`config.mk`:
```
export PLATFORM = sky130hd
export DESIGN_NAME = rf_arbiter_flat
export DESIGN_NICKNAME = d
export VERILOG_FILES = /design/src/rtl/rf_arbiter_pkg.sv /design/src/rtl/rf_arbiter_if.sv /design/src/rtl/rf_arbiter_rr_arb2.sv /design/src/rtl/rf_arbiter.sv /design/src/flat_wrapper.sv
export SDC_FILE = /design/constraint.sdc
export NUM_CORES = 1
export LEC_CHECK = 0
export BUFFER_PORTS_ARGS = -buffer_cell sky130_fd_sc_hd__buf_2
export CAP_MARGIN = 0
export CORE_UTILIZATION = 47
export CTS_CLUSTER_SIZE = 25
export DETAILED_ROUTE_END_ITERATION = 8
export HOLD_SLACK_MARGIN = 0.15
export PLACE_DENSITY_LB_ADDON = 0.05
export RECOVER_POWER = 100
export SYNTH_ARGS = -nofsm -noshare
export SYNTH_HDL_FRONTEND = slang
export SYNTH_SLANG_ARGS = --single-unit
```
`constraint.sdc`:
```
create_clock -name clk -period 3.1 [get_ports clk]
set_input_delay 0.155 -clock clk [delete_from_list [all_inputs] [get_ports clk]]
set_output_delay 0.155 -clock clk [all_outputs]
set_load 0.1 [all_outputs]
```
`src/rtl/rf_arbiter_pkg.sv`:
```
// rf_arbiter_pkg: shared widths and FSM encoding for the register-file arbiter
package rf_arbiter_pkg;
  localparam int DEF_AW = 3;
  localparam int DEF_DW = 4;
  typedef enum logic {ST_IDLE = 1'b0, ST_ISSUE = 1'b1} state_t;
endpackage

```
`src/rtl/rf_arbiter_if.sv`:
```
// rf_arbiter_if: one client's request/grant/read-data channel
interface rf_arbiter_if
  import rf_arbiter_pkg::*;
#(parameter int AW = DEF_AW, parameter int DW = DEF_DW);
  logic req;
  logic we;
  logic [AW-1:0] addr;
  logic [DW-1:0] wdata;
  logic gnt;
  logic rvalid;
  logic [DW-1:0] rdata;
  modport master(output req, we, addr, wdata, input gnt, rvalid, rdata);
  modport slave(input req, we, addr, wdata, output gnt, rvalid, rdata);
endinterface

```
`src/rtl/rf_arbiter_rr_arb2.sv`:
```
// rr_arb2: two-way round-robin pick; on a tie the client not granted last wins
module rr_arb2 (
  input  logic req0,
  input  logic req1,
  input  logic last_gnt,
  output logic idx,
  output logic valid
);
  assign valid = req0 | req1;
  assign idx = (req0 & req1) ? ~last_gnt : req1;
endmodule

```
`src/rtl/rf_arbiter.sv`:
```
// rf_arbiter: serialises two clients' single-word accesses onto one register file
module rf_arbiter
  import rf_arbiter_pkg::*;
#(parameter int AW = DEF_AW, parameter int DW = DEF_DW) (
  input  logic clk,
  input  logic rst,
  rf_arbiter_if.slave c0,
  rf_arbiter_if.slave c1,
  output logic rf_we,
  output logic [AW-1:0] rf_addr,
  output logic [DW-1:0] rf_wdata,
  input  logic [DW-1:0] rf_rdata
);
  state_t state, nxt;
  logic last_gnt, cur, idx, valid;
  logic lg_d, cur_d, we_d;
  logic [AW-1:0] addr_d;
  logic [DW-1:0] wdata_d, rd0_d, rd1_d, rdata0, rdata1;
  logic [1:0] gnt, gnt_d, rvalid, rv_d;
  rr_arb2 u_arb (.req0(c0.req), .req1(c1.req), .last_gnt, .idx, .valid);
  always_comb begin
    nxt = state;
    lg_d = last_gnt;
    cur_d = cur;
    we_d = 1'b0;
    addr_d = rf_addr;
    wdata_d = rf_wdata;
    gnt_d = '0;
    rv_d = '0;
    rd0_d = rdata0;
    rd1_d = rdata1;
    if (state == ST_IDLE && valid) begin
      nxt = ST_ISSUE;
      lg_d = idx;
      cur_d = idx;
      we_d = idx ? c1.we : c0.we;
      addr_d = idx ? c1.addr : c0.addr;
      wdata_d = idx ? c1.wdata : c0.wdata;
      gnt_d = idx ? 2'b10 : 2'b01;
    end else if (state == ST_ISSUE) begin
      // rf_we low in ISSUE means the current operation is a read
      nxt = ST_IDLE;
      rv_d = rf_we ? 2'b00 : (cur ? 2'b10 : 2'b01);
      rd0_d = (!rf_we && !cur) ? rf_rdata : rdata0;
      rd1_d = (!rf_we && cur) ? rf_rdata : rdata1;
    end
  end
  always_ff @(posedge clk) state <= rst ? ST_IDLE : nxt;
  always_ff @(posedge clk) begin
    if (rst) begin
      last_gnt <= 1'b1;
      cur <= 1'b0;
      rf_we <= 1'b0;
      rf_addr <= '0;
      rf_wdata <= '0;
      gnt <= '0;
      rvalid <= '0;
      rdata0 <= '0;
      rdata1 <= '0;
    end else begin
      last_gnt <= lg_d;
      cur <= cur_d;
      rf_we <= we_d;
      rf_addr <= addr_d;
      rf_wdata <= wdata_d;
      gnt <= gnt_d;
      rvalid <= rv_d;
      rdata0 <= rd0_d;
      rdata1 <= rd1_d;
    end
  end
  assign c0.gnt = gnt[0];
  assign c1.gnt = gnt[1];
  assign c0.rvalid = rvalid[0];
  assign c1.rvalid = rvalid[1];
  assign c0.rdata = rdata0;
  assign c1.rdata = rdata1;
endmodule

```
`src/flat_wrapper.sv`:
```
// flat-port wrapper written by rule: the top's interface ports become plain ports
module rf_arbiter_flat import rf_arbiter_pkg::*;
#(parameter int AW = DEF_AW, parameter int DW = DEF_DW)
  (clk, rst, rf_we, rf_addr, rf_wdata, rf_rdata, c0_req, c0_we, c0_addr, c0_wdata, c0_gnt, c0_rvalid, c0_rdata, c1_req, c1_we, c1_addr, c1_wdata, c1_gnt, c1_rvalid, c1_rdata);
  rf_arbiter_if #(.AW(AW), .DW(DW)) c0_i ();
  rf_arbiter_if #(.AW(AW), .DW(DW)) c1_i ();
  input  logic clk;
  input  logic rst;
  output logic rf_we;
  output logic [AW-1:0] rf_addr;
  output logic [DW-1:0] rf_wdata;
  input  logic [DW-1:0] rf_rdata;
  input wire logic [$bits(c0_i.req)-1:0] c0_req;
  input wire logic [$bits(c0_i.we)-1:0] c0_we;
  input wire logic [$bits(c0_i.addr)-1:0] c0_addr;
  input wire logic [$bits(c0_i.wdata)-1:0] c0_wdata;
  output wire logic [$bits(c0_i.gnt)-1:0] c0_gnt;
  output wire logic [$bits(c0_i.rvalid)-1:0] c0_rvalid;
  output wire logic [$bits(c0_i.rdata)-1:0] c0_rdata;
  input wire logic [$bits(c1_i.req)-1:0] c1_req;
  input wire logic [$bits(c1_i.we)-1:0] c1_we;
  input wire logic [$bits(c1_i.addr)-1:0] c1_addr;
  input wire logic [$bits(c1_i.wdata)-1:0] c1_wdata;
  output wire logic [$bits(c1_i.gnt)-1:0] c1_gnt;
  output wire logic [$bits(c1_i.rvalid)-1:0] c1_rvalid;
  output wire logic [$bits(c1_i.rdata)-1:0] c1_rdata;
  assign c0_i.req = c0_req;
  assign c0_i.we = c0_we;
  assign c0_i.addr = c0_addr;
  assign c0_i.wdata = c0_wdata;
  assign c0_gnt = c0_i.gnt;
  assign c0_rvalid = c0_i.rvalid;
  assign c0_rdata = c0_i.rdata;
  assign c1_i.req = c1_req;
  assign c1_i.we = c1_we;
  assign c1_i.addr = c1_addr;
  assign c1_i.wdata = c1_wdata;
  assign c1_gnt = c1_i.gnt;
  assign c1_rvalid = c1_i.rvalid;
  assign c1_rdata = c1_i.rdata;
  rf_arbiter #(.AW(AW), .DW(DW)) u_core (.clk(clk), .rst(rst), .c0(c0_i), .c1(c1_i), .rf_we(rf_we), .rf_addr(rf_addr), .rf_wdata(rf_wdata), .rf_rdata(rf_rdata));
endmodule
```
==> results of run 1 <==
worst min path at each step:
stage	startpoint	to	slack (ns)	cells past startpoint
final	c1_wdata[2]	u_core.rf_wdata[2]	0.17	3
after global routing	c0_we	u_core.rf_we	0.18	3
after CTS	c1_wdata[3]	u_core.rf_wdata[3]	0.16	3
after detailed placement	rf_rdata[1]	u_core.c1.rdata[1]	0.41	3
after global placement	c0_wdata[3]	u_core.rf_wdata[3]	0.40	3
after floorplan	rst	u_core.rvalid[0]	0.23	1
cells in the mapped netlist, types with 2 or more instances:
cell type                   n
sky130_fd_sc_hd__a211oi_1   7
sky130_fd_sc_hd__clkbuf_1   2
sky130_fd_sc_hd__nand2_1    7
sky130_fd_sc_hd__nor3_1     3
sky130_fd_sc_hd__a21oi_1    7
sky130_fd_sc_hd__dfxtp_1   23
sky130_fd_sc_hd__nor2_1    19
sky130_fd_sc_hd__mux2i_1    8
through the flow:
stage | worst slack, ns | cell area (um^2) | utilization (%) | total power [mW]
6_report | 1.39 | 1220 | 69.7 | 0.682
5_1_grt | 1.29 | 1220 | 69.7 | 0.716
4_1_cts | 1.75 | 1260 | 72.3 | 0.695
3_5_place_dp | 1.81 | 1110 | 63.8 | 0.549
3_3_place_gp | 1.89 | 1110 | 63.8 | 0.546
2_1_floorplan | 1.42 | 893 | - | 0.508
final cells by class:
cell class              count  share of cell area (%)
multi-input cells          63                    31.9
flip-flops and latches     23                    37.8
repair buffers             55                    25.5
clock buffers               3                    1.85
well taps                  25                    2.57
clock inverters             1                   0.411
sequential cells by signal, summed over array words and instances (netlist names), 2 cells and up:
signal and count:
u_core.c0.rdata 4, u_core.c1.rdata 4, u_core.rf_wdata 4, u_core.rf_addr 3, u_core.gnt 2, u_core.rvalid 2
where the power goes:
part           internal, mW  leakage [nW]  total [mW]  switching (mW)
combinational        0.0513         0.338       0.219           0.168
clock                0.0481        0.0177       0.135          0.0871
sequential            0.315         0.189       0.328          0.0125
total                 0.415         0.544       0.682           0.267
logic make-up (layout without fill, tap and decap cells):
| logic type | after synthesis | after routing | share of synthesized area [%] |
|---|---|---|---|
| AND/OR/NAND/NOR | 34 | 34 | 18.2 |
| flip-flops | 23 | 23 | 51.5 |
| AO/OA/AOI/OAI | 21 | 21 | 18.3 |
| multiplexers | 8 | 8 | 8.96 |
| buffers and inverters | 4 | 59 | 2.94 |
layout by cell type, fill, tap and decap left out:
cell,count
sky130_fd_sc_hd__nand3b_1,1
sky130_fd_sc_hd__a32oi_1,1
sky130_fd_sc_hd__nand2b_1,1
sky130_fd_sc_hd__a21bo_1,1
sky130_fd_sc_hd__nand2_1,7
sky130_fd_sc_hd__clkbuf_1,20
sky130_fd_sc_hd__or2b_1,1
sky130_fd_sc_hd__a211o_1,1
sky130_fd_sc_hd__nor3b_1,1
sky130_fd_sc_hd__a211oi_1,7
sky130_fd_sc_hd__dfxtp_1,23
sky130_fd_sc_hd__o21bai_1,1
sky130_fd_sc_hd__o21ba_2,1
sky130_fd_sc_hd__clkinv_2,1
sky130_fd_sc_hd__dlygate4sd3_1,12
sky130_fd_sc_hd__buf_2,23
sky130_fd_sc_hd__nor2_1,19
sky130_fd_sc_hd__clkbuf_4,3
sky130_fd_sc_hd__a2bb2oi_1,1
sky130_fd_sc_hd__a21oi_1,7
sky130_fd_sc_hd__a21boi_4,1
sky130_fd_sc_hd__mux2i_1,8
sky130_fd_sc_hd__nor3_1,3
sky130_fd_sc_hd__nor2b_1,1
metal layers:
metal	vias up	share of wire, %	global-route usage [%]
li1	427	-	-
met1	390	45	26.0
met2	25	50	37.1
met3	2	4.0	3.57
met4	0	0.71	7.27
met5	-	0	0
timing repair:
| item | CTS | global route |
|---|---|---|
| endpoints found under the hold margin | 16 | 0 |
| hold buffers | 12 | 0 |
| setup endpoints to repair | 0 | 0 |
==> results.txt, run 1 <==
The flow ran to the end, and the final reports show no timing, DRC or antenna violations. The slowest library cell on the worst path is sky130_fd_sc_hd__clkbuf_1. Entering global routing, the biggest net connects 24 pins.

Detailed routing inserted a total of 844 vias. The final wirelength came out at 1970 um. The top-area cell type share of the netlist area came out at 51.5%.

The number of enable-type register cells in the synthesized netlist came out at 0. The die span in y came out at 45.6 um. The total count of hold-check failures in the final report is 0. The average routed wire per standard cell is 11.6 um. For this design the top-level I/O count stands at 44. The buffer and inverter count on the worst path is 1.

The largest total area in the synthesized netlist belongs to sky130_fd_sc_hd__dfxtp_1. For this run, the register share of the synthesized area comes to 51.5%. In this run the worst setup path begins at u_core.rf_we. The tool flagged a number of max-cap violations equal to 0. The final critical-path required period came out at 1.71 ns. The total of warnings raised by yosys is 0. The clock buffer count from CTS is 3.

Once detailed placement completed, the half-perimeter wirelength came to 1310 um. The antenna diode count came out at 0. The number of cells after detailed placement came out at 154. The average cell area after synthesis came out at 9.93 um^2.

Following the worst setup path forward leads to its endpoint at rf_we. Traced cell by cell, the critical path runs through clkbuf_1. The relative slew slack came out at 21.1%.

The clock net sink count is 23. The cell sitting at the root of the clock tree is a sky130_fd_sc_hd__clkbuf_4. The part of the cycle the worst path needs is 55.2%. The kind of cell adding the most delay to the critical path is buffers and inverters. The number of remaining DRC errors came out at 0. The die covers 2080 um^2. The final-layout setup total negative slack is 0 ns. IR analysis of the VDD net gives a maximum drop of 0.359 mV. The width of the die is 45.6 um.

Yosys attributes the largest share of cell area to sky130_fd_sc_hd__dfxtp_1 (52%), sky130_fd_sc_hd__mux2i_1 (9.0%), sky130_fd_sc_hd__nor2_1 (8.0%). The CTS tree is yes. The first-pass GRT wire length came out at 3200 um. The number of levels in the clock H-tree is 1. The placeable core region is 1750 um^2. The number of cells on the worst reg-to-reg path is 3. The count of input and output buffers came out at 43. Global routing finished with a remaining overflow of 0.

The net count of the mapped netlist came out at 114. The post-synthesis cell count is 90. The static leakage is 0.544 nW. The maximum clock rate is 584 MHz. In the synthesized netlist the dominant register cell turns out to be sky130_fd_sc_hd__dfxtp_1.

The highest cell delay on the worst timing path came out at 0.87 ns. The critical path capture point type is an output port. The number of antenna violations at the first check in global routing came to 0. The starting density of the core is 51.2%. The power per cell area came out at 560 nW/um^2. The share of layout cells above drive strength 1 came out at 20.0%.

The final setup violation count came out at 0. The post-synthesis cell area came out at 893 um^2. The total global-route track usage came out at 21.2%.

The detailed router finished its first iteration with 15 violations. In this run the critical register-to-register path is captured at u_core.c0.rdata[2]. The post-detailed-route count of antenna-violating nets came out at 0. Leaving out filler cells and counting taps, the final layout contains 170.

The number of library cell types mapped by synthesis came out at 22. The path category of the worst min-delay check is input pin to flip-flop. The measured slew at the worst slew-check pin came out at 1.19 ns.

Compared with the post-synthesis result, the final layout area differs by 36.3%. The floorplan row count came out at 15. The number of nets in the layout came out at 170.

The clock transition time at the flip-flop clock pins of the worst setup and hold paths is 0.12 ns. The highest net fanout along the worst path came out at 3. The logic depth of the worst setup path including buffers is 1. The async set-reset flop share out of synthesis came out at 0%. Setup repair after global routing left no endpoint under its margin.

The total of fill cells in the finished design came out at 170. The first detailed-routing pass took 4 iterations. Hold is met by 0.166 ns.

The critical path is of the flip-flop to output port type. The clock latency of the later-clocked register in the worst-skew pair is 0.30 ns. Counting flops and latches in the post-synthesis netlist gives 23. The worst setup path is launched from a flip-flop. The number of slew-limit violations in the final report is 0. Registers take 460 um^2.

The number of global-route vias before repair came to 787. The startpoint identified for the worst register-to-register timing path is u_core.state. The placer's final routability congestion estimate came out at 0.847. The count of buffers added by post-CTS timing repair for setup came out at 0. The worst-case clock skew came out at 0.000872 ns. The area of combinational cells with multiple inputs is 388 um^2. For the worst setup path, the data required time is 2.94 ns. The post-cts resize count is 0.

The setup slack of the most critical reg-to-reg path came out at 1.41 ns. Data arrives at the worst endpoint at 1.56 ns. The number of buffers between clock root and the deepest sink came out at 2. The detailed-route vias per instance is 4.96.
No activity file was read; power rests on OpenSTA's default activity.
==> run 2, diff against run 1 <==
ABC_AREA = 1   (was unset)
CORE_UTILIZATION = 45   (was 47)
clock period = 1.7 ns   (was 3.1 ns; I/O delays follow)
==> results.txt, run 2 <==
The async set-reset flop share out of synthesis is 0% (unchanged). The slack of the critical path came out at 0.0390 ns (-1.35 ns). The number of antenna violations at the first check in global routing was 0 (unchanged). The number of cells after detailed placement is 199 (+29%). sky130_fd_sc_hd__dfxtp_1 takes more of the synthesized area than any other cell. The main flop type after synthesis is sky130_fd_sc_hd__dfxtp_1. The fraction of the core area covered by cells at the end of the flow came to 72.0% (+2.3 points). The relative slew slack is 67.6% (+47 points). The number of global-route vias before repair came out at 1,029 (+31%).

The detailed-route vias per instance came out at 4.76 (-4.1%). The die span in y is 49.3 um (+8.0%). The number of buffers between clock root and the deepest sink came out at 2 (unchanged).

Traced cell by cell, the critical path runs through clkinv_1 > nand3_1 > nand2_1 > a21oi_1 > dlygate4sd3_1. The number of max-capacitance violations reported came to 0 (unchanged). After synthesis, the cell types taking the most area are sky130_fd_sc_hd__dfxtp_1 (46%), sky130_fd_sc_hd__nand2_1 (13%), sky130_fd_sc_hd__nor2_1 (7.1%). The power per cell area came out at 897 nW/um^2 (+60%). By count the netlist is led by sky130_fd_sc_hd__nand2_1 (36), sky130_fd_sc_hd__dfxtp_1 (23), sky130_fd_sc_hd__nor2_1 (19), sky130_fd_sc_hd__inv_1 (11).

Setup repair after global routing could not meet its margin everywhere. The final worst hold slack is 0.163 ns (-0.00312 ns). The clock transition time at the flip-flop clock pins of the worst setup and hold paths is 0.12 ns (about the same). The share of layout cells above drive strength 1 came to 27.4% (+7.4 points).

The iteration-0 DRC count of the detailed router is 23 (+8). The number of nets in the layout is 222 (+31%). The first-pass GRT wire length came to 4220 um (+32%). The post-detailed-route count of antenna-violating nets came out at 0 (unchanged). The path category of the worst min-delay check is input pin to flip-flop. The maximum number of pins on one net before global-route repair is 18 (-25%). The total of warnings raised by yosys came to 0 (unchanged). The worst-case clock skew came to 0.00398 ns (+0.00310 ns). The total of fill cells in the finished design came out at 169 (-0.59%). The post-synthesis cell area is 1000 um^2 (+12%). Leaving out fill and tap cells, the most frequent cell in the layout is sky130_fd_sc_hd__buf_2. The clock latency of the later-clocked register in the worst-skew pair was 0.30 ns (about the same). STA classifies the critical path startpoint as a flip-flop. The number of search-and-repair iterations in the first detailed-routing pass was 4 (unchanged).

The run finished with clean final reports. The total power of the final layout is 1.31 mW (+92%). The width of the die is 49.3 um (+8.0%). The final setup violation count came to 0 (unchanged). The total count of hold-check failures in the final report came out at 0 (unchanged).

The static leakage came out at 0.729 nW (+34%). The count of buffers added by post-CTS timing repair for setup came to 0 (unchanged). Yosys instantiated no cell more often than sky130_fd_sc_hd__nand2_1.

The area of the die came out at 2430 um^2 (+17%). Timing would allow up to 602 MHz. The required time of the critical path is 1.95 ns (-0.99 ns).

The signed area change from the synthesized netlist to the final layout came out at 45.0%. The highest net fanout along the worst path came out at 10 (+7). Among cell families on the critical path, the largest total delay comes from buffers and inverters. The sequential-to-total area share from yosys stat was 45.8% (-5.7 points). The floorplan row count came out at 16 (+1). The measured slew at the worst slew-check pin came out at 0.490 ns (-0.699 ns). The post-synthesis cell count was 134 (+49%).

The pre-CTS setup slack is 0.525 ns (-1.28 ns). The via count is 1,067 (+26%). The final standard cell count with taps included and fillers excluded is 224 (+32%). The number of slew-limit violations in the final report is 0 (unchanged). The final wirelength is 2400 um (+22%). The count of input and output buffers came out at 43 (unchanged). The average cell area after synthesis is 7.50 um^2 (-24%). The final-layout setup total negative slack came out at 0 ns (unchanged). The antenna diode count is 0 (unchanged). The total global-route track usage came to 22.7% (+1.5 points). The setup slack of the most critical reg-to-reg path came to 0.04 ns (-1.37 ns). The final critical-path required period is 1.66 ns. The buffer and inverter count on the worst path is 2 (+1). The number of library cell types mapped by synthesis is 16 (-27%). The net count of the mapped netlist is 158 (+39%). The clock net sink count came to 23 (unchanged). The starting density of the core is 49.7% (-1.5 points). The highest cell delay on the worst timing path came out at 0.58 ns (-0.29 ns). The I/O pin count came out at 44 (unchanged). The part of the cycle the worst path needs is 97.7%. In this run the clock root is driven by a sky130_fd_sc_hd__clkbuf_4. The post-synthesis sequential element count came out at 23 (unchanged). The placeable core region is 2020 um^2 (+16%).

The average routed wire per standard cell came out at 10.7 um (-7.5%). The top cell types in the final layout, fill and taps aside, are sky130_fd_sc_hd__buf_2 (43), sky130_fd_sc_hd__nand2_1 (36), sky130_fd_sc_hd__dlygate4sd3_1 (21), sky130_fd_sc_hd__dfxtp_1 (21), sky130_fd_sc_hd__nor2_1 (19). The placer's final routability congestion estimate is 0.773 (-8.7%). The number of enable-type register cells in the synthesized netlist came out at 0 (unchanged). The number of levels in the clock H-tree came out at 1 (unchanged).

The peak supply drop is 0.603 mV (+68%). The CTS tree is yes. The endpoint arrival time on the critical path came out at 1.91 ns (+0.35 ns). The number of remaining DRC errors came out at 0 (unchanged).

The top-area cell type share of the netlist area came out at 45.8% (-5.7 points). STA classifies the critical path endpoint as a flip-flop. The slowest library cell on the worst path is sky130_fd_sc_hd__dlygate4sd3_1. The clock buffer count from CTS is 3 (unchanged). The aggregate global routing overflow came out at 0 (unchanged).

The placed instance area was 1210 um^2 (+9.0%). The post-DP HPWL is 1500 um (+14%). The post-route cell area is 1460 um^2 (+20%). The worst setup path is of the flip-flop to flip-flop kind.
==> run 2: final cells by class <==
cell class	count	area (um^2)	area share (%)
flip-flops and latches	23	463	31.8
multi-input cells	93	459	31.5
repair buffers	64	425	29.2
inverters	13	48.8	3.35
well taps	27	33.8	2.32
clock buffers	4	26.3	1.80
==> run 2: timing repair <==
item	4_1_cts	5_1_grt
resized for setup	0	2
setup endpoints to repair	0	4
hold buffers	21	0
endpoints found under the hold margin	20	0
==> run 2: per-layer routing <==
layer | vias up | share of wire (%) | wire length, um | global-route usage (%)
li1 | 559 | - | - | -
met1 | 474 | 43 | 1030 | 23.7
met2 | 31 | 52 | 1250 | 44.7
met3 | 3 | 3.9 | 94 | 4.67
met4 | 0 | 0.88 | 21 | 5.88
met5 | - | 0 | 0 | 0
==> run 2: report_power, final <==
group	leakage [nW]	total, mW	switching, mW	internal [mW]
logic	0.525	0.461	0.338	0.123
clock network	0.0150	0.246	0.154	0.0916
registers	0.190	0.600	0.0238	0.576
total	0.729	1.31	0.516	0.791
==> run 2: worst reg2reg max path: stages (launching register included) <==
cell and delay (ns):
sky130_fd_sc_hd__dfxtp_2 0.34, sky130_fd_sc_hd__clkinv_1 0.20, sky130_fd_sc_hd__nand3_1 0.26, sky130_fd_sc_hd__nand2_1 0.09, sky130_fd_sc_hd__a21oi_1 0.15, sky130_fd_sc_hd__dlygate4sd3_1 0.58
==> run 2: cell families (layout without fill, tap and decap cells) <==
group,count (synthesis),in the layout,synth area share [%]
and+or+nand+nor,75,75,32.3
DFF,23,23,45.8
AOI/OAI and AO/OA,18,18,13.0
buffers and inverters,18,81,8.97
==> run 2: worst paths after layout <==
path / start / endpoint / depth (start not counted)
worst min register to register: u_core.c1.rdata[2] / u_core.c1.rdata[2] / 2
worst min-delay path: c0_addr[1] / u_core.rf_addr[1] / 4
worst max register to register: u_core.rf_we / u_core.c0.rdata[3] / 5
worst max-delay path: u_core.rf_we / u_core.c0.rdata[3] / 5
